===== src/rtl/imm_extend_queue.sv =====
// imm_extend_queue: extends an IN_W-bit immediate to OUT_W bits (4 modes) and queues it in a DEPTH-entry FIFO.
// Latency: a push at edge N is visible on out_data/out_valid from cycle N+1 (no same-cycle fall-through).
// Backpressure: in_ready depends only on occupancy (count != DEPTH); out_data holds while out_ready is low.
//
// Ports:
//   clk, reset            clock and synchronous active-high reset
//   in_valid/in_ready     producer handshake; in_data = raw immediate, in_mode = extension mode
//   out_valid/out_ready   consumer handshake; out_data = oldest extended immediate (0 when empty)
//   count                 occupancy, 0..DEPTH
module imm_extend_queue #(
  parameter int IN_W  = 8,
  parameter int OUT_W = 16,
  parameter int DEPTH = 4,
  localparam int CNT_W = $clog2(DEPTH) + 1
) (
  input  logic             clk,
  input  logic             reset,
  input  logic             in_valid,
  output logic             in_ready,
  input  logic [IN_W-1:0]  in_data,
  input  logic [1:0]       in_mode,
  output logic             out_valid,
  input  logic             out_ready,
  output logic [OUT_W-1:0] out_data,
  output logic [CNT_W-1:0] count
);

  localparam int E     = OUT_W - IN_W;
  localparam int PTR_W = $clog2(DEPTH);

  logic [OUT_W-1:0] mem_q [DEPTH];
  logic [PTR_W-1:0] wr_ptr_q, wr_ptr_d;
  logic [PTR_W-1:0] rd_ptr_q, rd_ptr_d;
  logic [CNT_W-1:0] cnt_q, cnt_d;

  logic [OUT_W-1:0] zext_dat, sext_dat, high_dat, sext2_dat, ext_dat;
  logic             push, pop;

  // Extension happens before the FIFO write so the stored entry is final.
  always_comb begin
    zext_dat  = {{E{1'b0}}, in_data};
    sext_dat  = {{E{in_data[IN_W-1]}}, in_data};
    high_dat  = {in_data, {E{1'b0}}};
    // Mode 11: sign-extended value doubled; the MSB simply falls off.
    sext2_dat = {sext_dat[OUT_W-2:0], 1'b0};
    ext_dat   = zext_dat;
    case (in_mode)
      2'b00:   ext_dat = zext_dat;
      2'b01:   ext_dat = sext_dat;
      2'b10:   ext_dat = high_dat;
      default: ext_dat = sext2_dat;
    endcase
  end

  // Both flags are purely occupancy-derived, so there is no comb path from out_ready to in_ready.
  assign in_ready  = (cnt_q != CNT_W'(DEPTH));
  assign out_valid = (cnt_q != '0);
  assign out_data  = out_valid ? mem_q[rd_ptr_q] : '0;
  assign count     = cnt_q;

  assign push = in_valid & in_ready;
  assign pop  = out_valid & out_ready;

  always_comb begin
    // Pointers are log2(DEPTH) wide, so +1 wraps DEPTH-1 -> 0 naturally.
    wr_ptr_d = push ? wr_ptr_q + 1'b1 : wr_ptr_q;
    rd_ptr_d = pop  ? rd_ptr_q + 1'b1 : rd_ptr_q;
    cnt_d    = cnt_q;
    case ({push, pop})
      2'b10:   cnt_d = cnt_q + 1'b1;
      2'b01:   cnt_d = cnt_q - 1'b1;
      default: cnt_d = cnt_q;
    endcase
  end

  always_ff @(posedge clk) begin
    if (reset) begin
      wr_ptr_q <= '0;
      rd_ptr_q <= '0;
      cnt_q    <= '0;
    end else begin
      wr_ptr_q <= wr_ptr_d;
      rd_ptr_q <= rd_ptr_d;
      cnt_q    <= cnt_d;
    end
  end

  // Storage is not cleared; out_data is masked to 0 whenever the queue is empty.
  always_ff @(posedge clk) begin
    if (push && !reset) begin
      mem_q[wr_ptr_q] <= ext_dat;
    end
  end

endmodule

===== config.mk =====
export PLATFORM = sky130hd
export DESIGN_NAME = imm_extend_queue
export DESIGN_NICKNAME = d
export VERILOG_FILES = /design/src/rtl/imm_extend_queue.sv
export SDC_FILE = /design/constraint.sdc
export NUM_CORES = 1
export LEC_CHECK = 0
export CAP_MARGIN = 20
export CORE_ASPECT_RATIO = 1.75
export CORE_UTILIZATION = 55
export CTS_CLUSTER_DIAMETER = 40
export DETAILED_ROUTE_END_ITERATION = 10
export DONT_BUFFER_PORTS = 1
export PLACE_DENSITY = 0.82
export SLEW_MARGIN = 30
export SYNTH_ARGS = -nofsm -noshare
export SYNTH_HDL_FRONTEND = slang
export SYNTH_SLANG_ARGS = --single-unit

===== constraint.sdc =====
create_clock -name clk -period 3.6 [get_ports clk]
set_input_delay 0.72 -clock clk [delete_from_list [all_inputs] [get_ports clk]]
set_output_delay 0.72 -clock clk [all_outputs]
set_load 0.03 [all_outputs]

==> metrics.md, run 1 <==
| Metric | Value |
|---|---|
| Run status | finished, final reports clean |
| Commonest cells after routing, fill and taps aside | edfxtp_1 (64), mux4_2 (16), inv_1 (15), nor2b_1 (15) |
| # rows | 35 |
| Layout overhead on the synthesized area | 8.45% |
| PostCTS Resize Cnt | 0 |
| Gp weighted congestion | 0.793 |
| Part of the power in registers | 46.1% |
| Clk sink count | 73 |
| Ant diodes | 0 |
| Core Util, Final | 62.8% |
| Max cap viols | 0 |
| Max IR drop VDD | 0.472 mV |
| Number of buffers created by CTS | 9 |
| Syn Nets | 212 |
| Clock Skew | 0.00592 ns |
| Antenna violations before repair | 0 |
| DP Cell Count | 262 |
| Sw Share | 36.4% |
| Slew @ Worst Pin | 0.765 ns |
| Drt drc | 0 |
| DR vias | 1548 |
| Overflow left after global routing | 0 |
| Yosys cell types | 28 |
| Core Area | 5340 µm² |
| Combinational share of power | 32.7% |
| Clock-pin slew on the worst setup and hold paths | 0.07 ns |
| CP startpoint kind | register |
| Power share of the clock group | 21.2% |
| Mean Syn Cell Area | 16.1 µm² |
| Final WL | 5130 µm |
| Crit path time final | 2.98 ns |
| Share of cells above drive strength 1 | 20.2% |
| Final worst-path cycle share | 82.6% |
| Port Buffer Count | 0 |
| Vias in the first global route | 1664 |
| Routed vias/inst | 5.59 |
| Synthesized cell area | 3090 µm² |
| Synth area leaders | edfxtp_1 (62%), mux4_2 (12%), dfxtp_1 (5.8%), nor2b_1 (3.0%), ha_1 (2.0%) |
| First-pass GRT wire length | 7970 µm |
| CTS tree | yes |
| Synth warn | 0 |
| Fill cells | 408 |
| Int Pwr | 1.49 mW |
| Final hold vios | 0 |
| Cell count after synthesis | 192 |
| Post-CTS setup repair buffer count | 0 |
| Total power | 2.35 mW |
| Seq/Total Area, Yosys | 67.9% |
| Detail Route Antenna Nets | 0 |
| DRT iter0 DRCs | 76 |
| Leakage | 1.18 nW |
| Die Wd | 58.7 µm |
| DR WL/cell | 18.5 µm |
| Met1 usage | 19.7% |
| CP Class | reg -> reg |
| Die Y | 101 µm |
| Max Fanout on Critical Path | 6 |
| Largest area contributor in the netlist | edfxtp_1 |
| # IOs | 35 |
| # setup viols final | 0 |
| Fin Setup TNS | 0 ns |
| Sequential Area | 2100 µm² |
| CP Data Arrival Time | 3.24 ns |
| Largest net degree at the start of global routing | 20 |
| GRT Util Overall | 19.5% |
| Busiest grt layer | met2 |
| Commonest non-fill, non-tap cell in the layout | edfxtp_1 |
| Fmax | 0.336 GHz |
| Fin. max-slew vios | 0 |
| Die area | 5940 µm² |
| CP required | 3.86 ns |
| Unrepaired setup endpoints after global routing | false |
| Final Non-Filler Cells | 277 |
| Post-synth top area share | 62.1% |
| #FFs+latches synth | 73 |
| Cell Pwr Density | 700 nW/µm² |
| Worst skew pair latency | 0.33 ns |
| Root Driver | clkbuf_8 |
| Initial Util | 57.9% |
| H-tree levels | 3 |
| Hold_buf cts | 0 |
| Multi-input gate area | 916 µm² |
| Worst Hold Class | in -> reg |
| Final-stage net count | 219 |
| Max-Slew Margin vs Limit | 48.9% |
| Net Sw Power | 0.854 mW |
| First-pass detailed-route iteration total | 4 |
| GRT met3 Usage | 6.64% |
| Grt met2 use | 34.2% |
| Dpl hpwl | 3520 µm |
| Max Root-Sink Buffers | 2 |
| CP Capture Type | register |
[routing by layer]
| layer | share of wire, % | vias to the layer above |
|---|---|---|
| met3 | 5.3 | 9 |
| met1 | 37 | 772 |
| li1 | - | 717 |
| met2 | 55 | 50 |
| met5 | 0 | - |
| met4 | 2.4 | 0 |
[worst paths after layout]
check                    from          end  slack [ns]  cells past startpoint
setup reg to reg     count[2]     count[2]        0.62                      9
hold reg to reg   rd_ptr_q[1]  rd_ptr_q[1]        0.49                      2
hold / removal          reset     count[0]        0.45                      1
setup / recovery     count[2]     count[2]        0.62                      9
[kinds of logic after synthesis]
| logic type | after synthesis | synth area share (%) |
|---|---|---|
| buffers and inverters | 24 | 3.32 |
| muxes | 18 | 12.5 |
| and+or+nand+nor | 48 | 8.90 |
| AOI/OAI and AO/OA | 20 | 3.88 |
| DFF | 73 | 67.9 |
| adders and majority gates | 6 | 2.67 |
| xor gates and xnor gates | 3 | 0.849 |
[sequential cells by signal, summed over array words and instances, names as in the netlist, named ones only]
| name | flops |
|---|---|
| mem_q | 64 |
| rd_ptr_q | 2 |
| count | 3 |
| wr_ptr_q | 2 |
[critical path, cell delays in order, from the launching register on]
cell     delay [ns]
dfxtp_1        0.63
or3b_1         0.56
and2_4         0.24
inv_1          0.18
ha_1           0.23
inv_1          0.06
fa_1           0.37
xor2_1         0.16
or3_1          0.31
a21oi_1        0.15
[power groups by stage]
stage	registers [mW]	logic [mW]	clock network [mW]
5_1_grt	1.09	0.834	0.532
3_5_place_dp	1.10	0.780	0
6_report	1.08	0.768	0.498
4_1_cts	1.08	0.781	0.507
3_3_place_gp	1.09	0.753	0
2_1_floorplan	1.08	0.691	0
[synth_stat cells]
| library cell | n |
|---|---|
| or3b_1 | 1 |
| and2_1 | 2 |
| mux2_4 | 1 |
| or3_1 | 2 |
| a21oi_1 | 3 |
| nor2_1 | 9 |
| fa_1 | 1 |
| mux4_2 | 16 |
| inv_1 | 15 |
| nor2b_1 | 15 |
| o21ai_0 | 9 |
| nor3_2 | 1 |
| buf_4 | 1 |
| and2_4 | 1 |
| nor3b_1 | 4 |
| a21o_1 | 7 |
| buf_6 | 1 |
| clkbuf_1 | 6 |
| mux2i_1 | 1 |
| buf_2 | 1 |
| ha_1 | 5 |
| nand2_1 | 8 |
| o31ai_1 | 1 |
| xor2_1 | 3 |
| dfxtp_1 | 9 |
| and2b_1 | 3 |
| edfxtp_1 | 64 |
| nand2b_1 | 2 |
[through the flow]
step	hold WS [ns]	worst slack, ns	area (µm²)
3_3_place_gp	0.462	0.782	3200
2_1_floorplan	0.459	0.694	3090
6_report	0.453	0.625	3360
4_1_cts	0.437	0.632	3360
5_1_grt	0.432	0.492	3360
3_5_place_dp	0.477	0.664	3200
[final cells by class]
cell class / instances / share of cell area [%]
inverters: 15 / 1.68
flip-flops and latches: 73 / 62.6
clock buffers: 10 / 3.80
multi-input cells: 95 / 27.3
clock inverters: 5 / 0.708
well taps: 74 / 2.76
repair buffers: 5 / 1.12
Note: power is estimated with default switching activity, not from simulation.
==> inputs of run 2 (changes only) <==
- PLACE_DENSITY: 0.82 -> 0.85
- clock period: 3.6 -> 2.6 ns (I/O delays scaled with it)
==> metrics.md, run 2 (same netlist as run 1, synthesis figures left out) <==
| Metric | Value |
|---|---|
| First-pass GRT wire length | 8340 µm (+4.7%) |
| Initial Util | 57.9% (unchanged) |
| Unrepaired setup endpoints after global routing | false |
| # rows | 35 (unchanged) |
| Fill cells | 393 (-3.7%) |
| Met2 Wirelength | 2930 µm (+3.5%) |
| DRT iter0 DRCs | 71 (-6.6%) |
| CP startpoint kind | register |
| Max FFs per register | 64 (unchanged) |
| DR vias | 1646 (+6.3%) |
| Cell Chain, Critical Path | or3b_1, and2_4, inv_1, ha_1, inv_1, fa_1, xor2_1, or3_1, a21oi_1 |
| Largest net degree at the start of global routing | 20 (unchanged) |
| CP Data Arrival Time | 2.68 ns (-0.56 ns) |
| Core Util, Final | 66.3% (+3.5 points) |
| Clk sink count | 73 (unchanged) |
| Share of cells above drive strength 1 | 28.4% (+8.2 points) |
| Dpl hpwl | 3400 µm (-3.5%) |
| Max-Slew Margin vs Limit | 65.4% (+17 points) |
| Setup WS pre-CTS | 0.196 ns (-0.467 ns) |
| Final Non-Filler Cells | 299 (+7.9%) |
| CP Class | reg -> reg |
| Gp weighted congestion | 0.726 (-8.5%) |
| Max Fanout on Critical Path | 3 (-3) |
| Commonest cells after routing, fill and taps aside | edfxtp_1 (64), buf_4 (26), mux4_2 (16), inv_1 (15), nor2b_1 (15) |
| Worst skew pair latency | 0.34 ns (about the same) |
| CP Capture Type | register |
| Clock Skew | 0.00999 ns (+0.00407 ns) |
| Final Instance Area | 3540 µm² (+5.6%) |
| Ant diodes | 0 (unchanged) |
| # setup viols final | 0 (unchanged) |
| Multi-input gate area | 910 µm² (-0.68%) |
| Leakage | 1.29 nW (+9.6%) |
| Sequential Area | 2100 µm² (about the same) |
| CTS tree | yes |
| Top layer in use | met4 |
| Number of buffers created by CTS | 9 (unchanged) |
| Crit path time final | 2.42 ns (-0.558 ns) |
| Final WL | 5300 µm (+3.2%) |
| Final worst-path cycle share | 93.0% (+10 points) |
| DP Cell Count | 283 (+8.0%) |
| Run status | finished, final reports clean |
| PostCTS Resize Cnt | 0 (unchanged) |
| Worst Hold Class | in -> reg |
| DRT met1 WL | 1910 µm (+0.10%) |
| Core Area | 5340 µm² (unchanged) |
| Slowest cell on the critical path | dfxtp_1 |
| Placed Instance Area | 3360 µm² (+4.8%) |
| Layout overhead on the synthesized area | 14.5% |
| Die Y | 101 µm (unchanged) |
| # IOs | 35 (unchanged) |
| Slew @ Worst Pin | 0.518 ns (-0.248 ns) |
| CP max stage delay | 0.42 ns (-0.21 ns) |
| Die area | 5940 µm² (unchanged) |
| Fmax | 0.414 GHz (+23%) |
| Detail Route Antenna Nets | 0 (unchanged) |
| Post-CTS setup repair buffer count | 0 (unchanged) |
| Worst Hold Margin | 0.248 ns (-0.205 ns) |
| Most flops, register | mem_q |
| Routed vias/inst | 5.51 (-1.5%) |
| Met3 wire length | 411 µm (+50%) |
| Overflow left after global routing | 0 (unchanged) |
| CP required | 2.86 ns (-1.00 ns) |
| Vias in the first global route | 1686 (+1.3%) |
| Die Wd | 58.7 µm (unchanged) |
| DR WL/cell | 17.7 µm (-4.4%) |
| Fin Setup TNS | 0 ns (unchanged) |
| CP most frequent cell | inv_1 |
| First-pass detailed-route iteration total | 4 (unchanged) |
| Fin. max-slew vios | 0 (unchanged) |
| GRT Util Overall | 20.4% (+0.85 points) |
| Root Driver | clkbuf_8 |
| Reg2Reg Setup Slack | 0.18 ns (-0.44 ns) |
| Cell Pwr Density | 1020 nW/µm² (+46%) |
| Max IR drop VDD | 0.774 mV (+64%) |
| H-tree levels | 3 (unchanged) |
| Antenna violations before repair | 0 (unchanged) |
| Hold_buf cts | 0 (unchanged) |
| Port Buffer Count | 0 (unchanged) |
| Total power | 3.61 mW (+54%) |
| Max cap viols | 0 (unchanged) |
| Clock-pin slew on the worst setup and hold paths | 0.07 ns (about the same) |
| Final hold vios | 0 (unchanged) |
| Final WS setup | 0.183 ns (-0.442 ns) |
| Max Root-Sink Buffers | 2 (unchanged) |
| Commonest non-fill, non-tap cell in the layout | edfxtp_1 |
| Drt drc | 0 (unchanged) |
| Final-stage net count | 240 (+9.6%) |
## run 2: changes by cell type in the layout (fill, tap and decap cells not counted), sizes merged
cell,delta
clkinv,-2
buf,+21
bufinv,+1
clkinvlp,+2
## run 2: metal layers
metal | GRT usage, % | vias to the layer above
met4 | 9.52 | 0
met1 | 23.2 | 824
met3 | 6.13 | 4
li1 | - | 765
met5 | 0 | -
met2 | 34.7 | 53
## run 2: worst max-delay path, delay by kind of cell, from the launching register on
kind                     cells  cell delay, ns
buffers and inverters        2            0.13
AO/OA/AOI/OAI                1            0.15
XOR/XNOR                     1            0.16
AND/OR/NAND/NOR              3            0.91
flip-flops                   1            0.42
adder cells (fa/ha/maj)      2            0.57
## run 2: final cells by class
type                       count  share of cell area [%]
multi-input combinational     95                    25.7
inverter                      15                    1.59
sequential                    73                    59.4
tap                           74                    2.61
timing repair buffer          26                    5.51
clock inverter                 6                    1.66
clock buffer                  10                    3.60
## run 2: worst paths after layout
| check | from | endpoint | cells after the start |
|---|---|---|---|
| setup / recovery | count[0] | count[2] | 9 |
| hold / removal | reset | count[2] | 1 |
| setup reg to reg | count[0] | count[2] | 9 |
| hold reg to reg | rd_ptr_q[1] | rd_ptr_q[1] | 2 |
## run 2: power breakdown
group	total [mW]	switching, mW	internal, mW	leakage (nW)
clock	0.807	0.371	0.436	0.0897
combinational	1.37	0.814	0.555	0.536
sequential	1.43	0.0496	1.38	0.662
total	3.61	1.23	2.37	1.29
==> inputs of run 3 (changes only) <==
- CORE_UTILIZATION: 55 -> 50
- DONT_BUFFER_PORTS: 1 -> default
- PLACE_DENSITY: 0.85 -> 0.87
==> metrics.md, run 3 (same netlist as run 1, synthesis figures left out) <==
| Metric | Value |
|---|---|
| Worst path bufs/invs | 2 (unchanged) |
| Commonest cells after routing, fill and taps aside | edfxtp_1 (64), clkdlybuf4s50_1 (18), mux4_2 (16), dlygate4sd2_1 (16) |
| Max FFs per register | 64 (unchanged) |
| Worst skew pair latency | 0.34 ns (about the same) |
| Gp weighted congestion | 0.777 (+7.0%) |
| CP delay by family, top | buffers and inverters |
| Largest net degree at the start of global routing | 20 (unchanged) |
| Max cap viols | 0 (unchanged) |
| Sequential Area | 2100 µm² (unchanged) |
| CP Class | reg -> out |
| Die area | 6520 µm² (+9.7%) |
| Reg2Reg Setup Slack | 0.25 ns (+0.07 ns) |
| Max Fanout on Critical Path | 16 (+13) |
| Final Instance Area | 3740 µm² (+5.5%) |
| Detail Route Antenna Nets | 0 (unchanged) |
| Layout overhead on the synthesized area | 20.8% |
| Final WL | 5460 µm (+3.0%) |
| # setup viols final | 0 (unchanged) |
| Core Area | 5930 µm² (+11%) |
| Post-CTS setup repair buffer count | 0 (unchanged) |
| CP max stage delay | 0.51 ns (+0.09 ns) |
| Die Y | 106 µm (+4.8%) |
| Multi-input gate area | 910 µm² (unchanged) |
| CTS tree | yes |
| # IOs | 35 (unchanged) |
| Clock Skew | 0.00394 ns (-0.00606 ns) |
| RR Endpoint | count[2] |
| CP Capture Type | output pin |
| Vias in the first global route | 1774 (+5.2%) |
| DRT iter0 DRCs | 45 (-37%) |
| CP required | 2.08 ns (-0.78 ns) |
| Slowest cell on the critical path | mux4_2 |
| DR vias | 1701 (+3.3%) |
| # rows | 37 (+5.7%) |
| R2r worst-path depth | 9 (unchanged) |
| Run status | finished, final reports clean |
| Initial Util | 52.2% (-5.7 points) |
| Leakage | 1.38 nW (+7.4%) |
| Antenna violations before repair | 0 (unchanged) |
| Commonest non-fill, non-tap cell in the layout | edfxtp_1 |
| Fin. max-slew vios | 0 (unchanged) |
| Ant diodes | 0 (unchanged) |
| First-pass detailed-route iteration total | 4 (unchanged) |
| Max Root-Sink Buffers | 2 (unchanged) |
| Placed Instance Area | 3590 µm² (+6.9%) |
| Core Util, Final | 63.1% (-3.3 points) |
| Number of buffers created by CTS | 9 (unchanged) |
| Port Buffer Count | 34 (+34) |
| Overflow left after global routing | 0 (unchanged) |
| Cell Pwr Density | 969 nW/µm² (-4.8%) |
| Slew @ Worst Pin | 0.622 ns (+0.104 ns) |
| Routed vias/inst | 5.32 (-3.4%) |
| Max-Slew Margin vs Limit | 58.1% (-7.3 points) |
| Die Wd | 61.5 µm (+4.7%) |
| Worst Hold Class | reg -> reg |
| Final worst-path cycle share | 95.1% (+2.2 points) |
| Cell Chain, Critical Path | buf_12, mux4_2, nor2b_1, dlygate4sd2_1 |
| CP endpoint | out_data[4] |
| Final-stage net count | 257 (+7.1%) |
| WP depth | 4 (-5) |
| Hold_buf cts | 0 (unchanged) |
| Clock-pin slew on the worst setup and hold paths | 0.06 ns (about the same) |
| Fmax | 0.404 GHz (-2.3%) |
| Fill cells | 464 (+18%) |
| DR WL/cell | 17.0 µm (-3.7%) |
| Clk sink count | 73 (unchanged) |
| Most flops, register | mem_q |
| CP startpoint kind | register |
| R2r startpoint | count[1] |
| First-pass GRT wire length | 8740 µm (+4.7%) |
| Drt drc | 0 (unchanged) |
| Unrepaired setup endpoints after global routing | false |
| Share of cells above drive strength 1 | 18.2% (-10 points) |
| GRT Util Overall | 19.9% (-0.48 points) |
| Final hold vios | 0 (unchanged) |
| Root Driver | clkbuf_8 |
| H-tree levels | 3 (unchanged) |
| CP Data Arrival Time | 1.95 ns (-0.73 ns) |
| Crit path time final | 2.47 ns (+0.0563 ns) |
| Max IR drop VDD | 0.847 mV (+9.5%) |
| Dpl hpwl | 3660 µm (+7.7%) |
run 3: cell type report:
cell class,instances,area share (%)
clock buffer,16,4.55
inverter,15,1.51
multi-input combinational,95,24.3
sequential,73,56.3
tap,78,2.61
timing repair buffer,43,10.7
run 3: worst min path at each step:
stage                  endpoint  cells past startpoint        start
floorplan              register                      2  rd_ptr_q[1]
global placement    rd_ptr_q[1]                      2  rd_ptr_q[1]
detailed placement     register                      2  rd_ptr_q[1]
CTS                 rd_ptr_q[1]                      2  rd_ptr_q[1]
global route        rd_ptr_q[1]                      2  rd_ptr_q[1]
finish              rd_ptr_q[1]                      2  rd_ptr_q[1]
run 3: timing repair:
item,CTS,global route
setup endpoints to repair,16,0
hold endpoints to repair,0,0
gates resized for setup,16,0
run 3: worst reg2reg max path, delay by kind of cell, from the launching register on:
family                   cells  cell delay [ns]
XOR/XNOR                     1             0.16
flip-flops                   1             0.36
adder cells (fa/ha/maj)      2             0.55
AO/OA/AOI/OAI                1             0.15
buffers and inverters        2             0.14
AND/OR/NAND/NOR              3             0.90
run 3: metal layers:
layer / GRT usage, % / vias to the layer above / routed length [µm]
li1: - / 795 / -
met1: 21.7 / 813 / 1920
met2: 31.1 / 69 / 2950
met3: 6.20 / 24 / 286
met4: 14.9 / 0 / 299
met5: 0 / - / 0
run 3: power breakdown:
group	leakage [nW]	internal [mW]	total (mW)	switching (mW)
Clock	0.0850	0.401	0.759	0.358
Sequential	0.662	1.38	1.45	0.0649
Combinational	0.636	0.593	1.41	0.821
run 3: per-stage QoR:
step	instances	setup TNS (ns)	power (mW)	setup slack, ns	hold slack, ns
global placement	304	0	2.98	0.193	0.469
detailed placement	304	0	3.00	0.115	0.485
global route	320	0	3.81	0.0517	0.546
CTS	320	0	3.67	0.0963	0.493
finish	320	0	3.62	0.126	0.491
floorplan	192	-19.36	2.45	-0.306	0.459
